===== src/rtl/rf_dump.sv =====
// rf_dump: halts the core and streams a contiguous range of the register file
// out over a valid/ready interface, one word per READ+SEND pair.
//
// The range runs first..last inclusive and wraps from 31 back to 0 when first
// is above last. halt_req stays high for the whole dump so that the core
// cannot write the register file while it is being read.
//
// Ports:
//   clk           clock, all state updates on the rising edge
//   rst           synchronous active-high reset
//   i_start       one-cycle dump request, honoured only when idle
//   i_abort       terminate the dump in progress (ignored when idle)
//   i_first_addr  first register index, sampled with i_start
//   i_last_addr   final register index, sampled with i_start
//   o_rf_addr     combinational register-file read address (0 when idle)
//   i_rf_data     register-file read data for o_rf_addr
//   o_halt_req    stall request to the core
//   o_out_valid   stream word valid
//   i_out_ready   stream sink ready
//   o_out_data    dumped register value
//   o_out_addr    index of the register in o_out_data
//   o_out_last    final word of the dump
//   o_busy        high whenever not idle
//   o_done        one-cycle pulse on normal completion
module rf_dump #(
    parameter int unsigned DATA_W = 32,
    parameter int unsigned AW     = 5
) (
    input  logic              clk,
    input  logic              rst,
    input  logic              i_start,
    input  logic              i_abort,
    input  logic [AW-1:0]     i_first_addr,
    input  logic [AW-1:0]     i_last_addr,
    output logic [AW-1:0]     o_rf_addr,
    input  logic [DATA_W-1:0] i_rf_data,
    output logic              o_halt_req,
    output logic              o_out_valid,
    input  logic              i_out_ready,
    output logic [DATA_W-1:0] o_out_data,
    output logic [AW-1:0]     o_out_addr,
    output logic              o_out_last,
    output logic              o_busy,
    output logic              o_done
);

    typedef enum logic [2:0] {
        StIdle,
        StHalt,
        StRead,
        StSend,
        StDone
    } state_e;

    state_e              r_state;
    state_e              w_state_next;
    logic [AW-1:0]       r_ptr;
    logic [AW-1:0]       r_end;
    logic [DATA_W-1:0]   r_out_data;
    logic [AW-1:0]       r_out_addr;
    logic                r_out_last;
    logic                w_accept;
    logic                w_handshake;

    // start together with abort is dropped, not half-accepted
    assign w_accept    = (r_state == StIdle) && i_start && !i_abort;
    assign w_handshake = (r_state == StSend) && i_out_ready;

    // State register
    always_ff @(posedge clk) begin
        if (rst) begin
            r_state <= StIdle;
        end else begin
            r_state <= w_state_next;
        end
    end

    // Next-state logic
    always_comb begin
        w_state_next = r_state;
        unique case (r_state)
            StIdle: if (w_accept) w_state_next = StHalt;
            // one settling cycle so a write already in flight lands before the first read
            StHalt: w_state_next = StRead;
            StRead: w_state_next = StSend;
            StSend: begin
                if (w_handshake) begin
                    w_state_next = r_out_last ? StDone : StRead;
                end
            end
            StDone: w_state_next = StIdle;
            default: w_state_next = StIdle;
        endcase
        // abort beats everything, including a handshake in the same cycle
        if (i_abort && (r_state != StIdle)) begin
            w_state_next = StIdle;
        end
    end

    // Datapath: range pointers and the held output word
    always_ff @(posedge clk) begin
        if (rst) begin
            r_ptr      <= '0;
            r_end      <= '0;
            r_out_data <= '0;
            r_out_addr <= '0;
            r_out_last <= 1'b0;
        end else begin
            if (w_accept) begin
                r_ptr <= i_first_addr;
                r_end <= i_last_addr;
            end
            if (r_state == StRead) begin
                r_out_data <= i_rf_data;
                r_out_addr <= r_ptr;
                r_out_last <= (r_ptr == r_end);
            end
            // natural AW-bit overflow gives the 31 -> 0 wrap
            if (w_handshake && !r_out_last && !i_abort) begin
                r_ptr <= r_ptr + AW'(1);
            end
        end
    end

    // Output logic
    always_comb begin
        o_rf_addr   = (r_state == StIdle) ? '0 : r_ptr;
        o_halt_req  = (r_state != StIdle);
        o_busy      = (r_state != StIdle);
        o_out_valid = (r_state == StSend);
        o_done      = (r_state == StDone);
        o_out_data  = r_out_data;
        o_out_addr  = r_out_addr;
        o_out_last  = r_out_last;
    end

endmodule


===== config.mk =====
export PLATFORM = sky130hd
export DESIGN_NAME = rf_dump
export DESIGN_NICKNAME = d
export VERILOG_FILES = /design/src/rtl/rf_dump.sv
export SDC_FILE = /design/constraint.sdc
export NUM_CORES = 1
export LEC_CHECK = 0
export BUFFER_PORTS_ARGS = -buffer_cell sky130_fd_sc_hd__buf_2
export CAP_MARGIN = 20
export CORE_MARGIN = 5
export CORE_UTILIZATION = 43
export CTS_BUF_LIST = sky130_fd_sc_hd__clkbuf_2
export DETAILED_ROUTE_END_ITERATION = 16
export PLACE_DENSITY = 0.78
export SYNTH_ARGS = -nofsm -noshare
export SYNTH_HDL_FRONTEND = slang
export SYNTH_SLANG_ARGS = --single-unit

===== constraint.sdc =====
create_clock -name clk -period 1.4 [get_ports clk]
set_clock_uncertainty 0.1 [all_clocks]
set_input_delay 0.07 -clock clk [delete_from_list [all_inputs] [get_ports clk]]
set_output_delay 0.07 -clock clk [all_outputs]
set_load 0.02 [all_outputs]

==> impl_metrics.py <==
metrics = {
    "cts": {
        "ctsLongestPathBuffers": 2,
        "clock_sinks": 51,
        "cts_tree": "done",
        "clock_latency_ps": 430,
        "cts_inserted_buffers": 5,
        "cts-htree-levels": 2,
        "root_buffer": "clkbuf_2",
        "clk_pin_slew_ps": 250,
    },
    "floorplanning": {
        "core_um2": 4630,
        "die-area_um2": 6180,
        "initial_core_util": 0.437,
        "die_w_um": 78.6,
        "die_y_um": 78.6,
        "num_rows": 25,
        "num_io_pins": 94,
    },
    "timing": {
        "finalSetupViolations": 18,
        "fin_crit_ps": 1680,
        "fin_ws_ps": -281,
        "rsz0062_at_grt": "true",
        "tightest_slew_ps": 294,
        "timing.final.crit_share": 1.20,
        "whs_ps": 282,
        "max_freq_ghz": 0.595,
        "finalMaxSlewViolations": 0,
        "relSlewSlack": 0.804,
        "hold_viol": 0,
    },
    "global_routing": {
        "grt_antenna_before_repair": 0,
        "use_met2": 0.354,
        "grt_first_pass_wirelength_um": 9570,
        "gr-total-overflow": 0,
        "grt_use_total": 0.195,
        "grt_max_degree": 39,
        "busiest_layer": "met2",
        "grt_pass1_vias": 2085,
        "use_met3": 0.0378,
        "grt_util_met1": 0.221,
    },
    "job": {
        "maxCapViolCount": 0,
    },
    "synthesis": {
        "synth_top_area_cell": "dfxtp_1",
        "yosys_register_bits": 51,
        "syn_nets": 296,
        "synth_edf_count": 0,
        "synth_cell_types": 32,
        "synthFlopType": "dfxtp_1",
        "synthCells": 248,
        "syn_area_um2": 2020,
        "ys_warn_count": 0,
        "syn_area_per_cell_um2": 8.16,
        "synthArstFlopShare": 0,
        "synth_top_area_share": 0.505,
        "seq_area_frac_synth": 0.505,
        "synth.area.top_cells": "dfxtp_1, nand2_1, a21oi_1",
    },
    "layout": {
        "diodes": 0,
        "nFillCells": 334,
        "area_growth_pct": 67.8,
        "layout_common_cells": "buf_2, nand2_1, dfxtp_1",
        "final_common_cell": "buf_2",
        "final_util": 0.734,
        "layout-drive-gt1-share": 0.373,
        "nets": 450,
    },
    "setup_path": {
        "worstSetupEndpointType": "primary output",
        "worst-path-max-fanout": 6,
        "worstSetupEndpoint": "o_rf_addr[4]",
        "cp-startpoint": "r_state[1]",
        "crit_arrival_ps": 1510,
        "r2r_setup_slack_ps": -90,
        "crit_required_ps": 1230,
        "worstReg2RegEnd": "r_end[3]",
        "rr_worst_depth": 6,
        "timing.rr.start": "r_state[1]",
        "critPathLaunchType": "flop",
        "path_class": "reg -> out",
    },
    "route": {
        "dr.pass1.iters": 4,
        "drt_iter0_markers": 86,
        "vias_per_cell": 4.95,
        "drc": 0,
        "drtAntennaViolNets": 0,
        "vias": 2257,
        "avgRoutedWirePerCell_um": 14.0,
        "wl_um": 6400,
    },
    "min_path": {
        "hold_path_class": "in -> reg",
    },
    "power_and_ir_drop": {
        "power_density_nw_per_um2": 745,
        "worst_ir_drop_vdd_mv": 0.422,
        "power_leakage_uw": 0.00152,
    },
    "placement": {
        "port_buffers": 93,
        "place_congestion": 0.764,
        "hpwl_um": 3830,
    },
    "outcome": {
        "violations": "setup timing",
        "status": "finished, violations left",
    },
}
through the flow:
stage | TNS [ps] | area (µm²) | std cells | setup WS (ps) | total power, µW
6_report | -2440 | 3400 | 456 | -281 | 2530
5_1_grt | -4760 | 3400 | 456 | -380 | 2660
4_1_cts | -2030 | 3270 | 453 | -260 | 2530
3_5_place_dp | -57.7 | 2630 | 394 | -17.2 | 1840
3_3_place_gp | 0 | 2630 | 394 | 22.8 | 1830
2_1_floorplan | 0 | 2020 | 248 | 24.0 | 1700
repair_timing:
| item | 4_1_cts | 5_1_grt |
|---|---|---|
| gates cloned | 0 | 3 |
| gates resized for setup | 33 | 14 |
| pin swaps | 7 | 3 |
| hold buffers | 46 | 0 |
| setup endpoints to repair | 30 | 23 |
| hold endpoints to repair | 46 | 0 |
| buffers inserted | 6 | 0 |
critical path: stages, from the launching register on:
cell,delay (ps)
dfxtp_2,390
nor3_4,220
buf_6,150
and2b_1,210
buf_6,140
power breakdown:
group          internal (µW)  switching, µW  leakage, µW  total (µW)
Combinational            257            188      0.00108         445
Sequential              1490           30.6     0.000415        1520
Clock                    115            452    0.0000288         567
Total                   1860            671      0.00152        2530
registers in the layout, indices dropped and copies added (netlist names):
signal and cells:
o_out_last 1, o_out_addr 5, r_ptr 5, o_out_data 32
r_state 3, r_end 5
layer usage:
| metal | wire length, µm | up-vias |
|---|---|---|
| li1 | - | 1122 |
| met1 | 2520 | 1040 |
| met2 | 3390 | 81 |
| met3 | 377 | 14 |
| met4 | 116 | 0 |
| met5 | 0 | - |
cell usage after synthesis (2+ instances only):
library cell  number
buf_2              3
and2b_1            4
dfxtp_1           51
nand3_1            2
nor3_1             2
clkbuf_1           6
a22oi_1            3
nor2_1            11
nand2_1           80
and3_1             2
nand2b_1           3
mux2i_1            6
a21oi_1           44
buf_4              6
xnor2_1            2
inv_1              3
xor2_1             3
and2_1             2
o22ai_1            2
area by class of cell:
| class | count | area (µm²) | area share |
|---|---|---|---|
| flip-flops and latches | 51 | 1030 | 0.303 |
| clock buffers | 5 | 25.0 | 0.00737 |
| well taps | 54 | 67.6 | 0.0199 |
| inverters | 3 | 11.3 | 0.00332 |
| clock inverters | 2 | 13.8 | 0.00405 |
| repair buffers | 163 | 1270 | 0.373 |
| multi-input cells | 178 | 982 | 0.289 |
worst min-delay path by stage:
stage	start	cells past startpoint	to
floorplan	i_rf_data[10]	2	o_out_data[10]
global placement	i_rf_data[1]	3	o_out_data[1]
detailed placement	i_last_addr[0]	3	r_end[0]
CTS	i_rf_data[28]	4	o_out_data[28]
global route	i_rf_data[28]	4	o_out_data[28]
finish	i_rf_data[27]	4	o_out_data[27]
logic make-up after synthesis:
kind of cell | synth area share
xor+xnor | 0.0216
compound gates | 0.142
buf+inv | 0.0519
flops | 0.505
mux | 0.0297
simple gates | 0.244
fa+ha+maj | 0.00618
(Power assumes the default switching activity.)
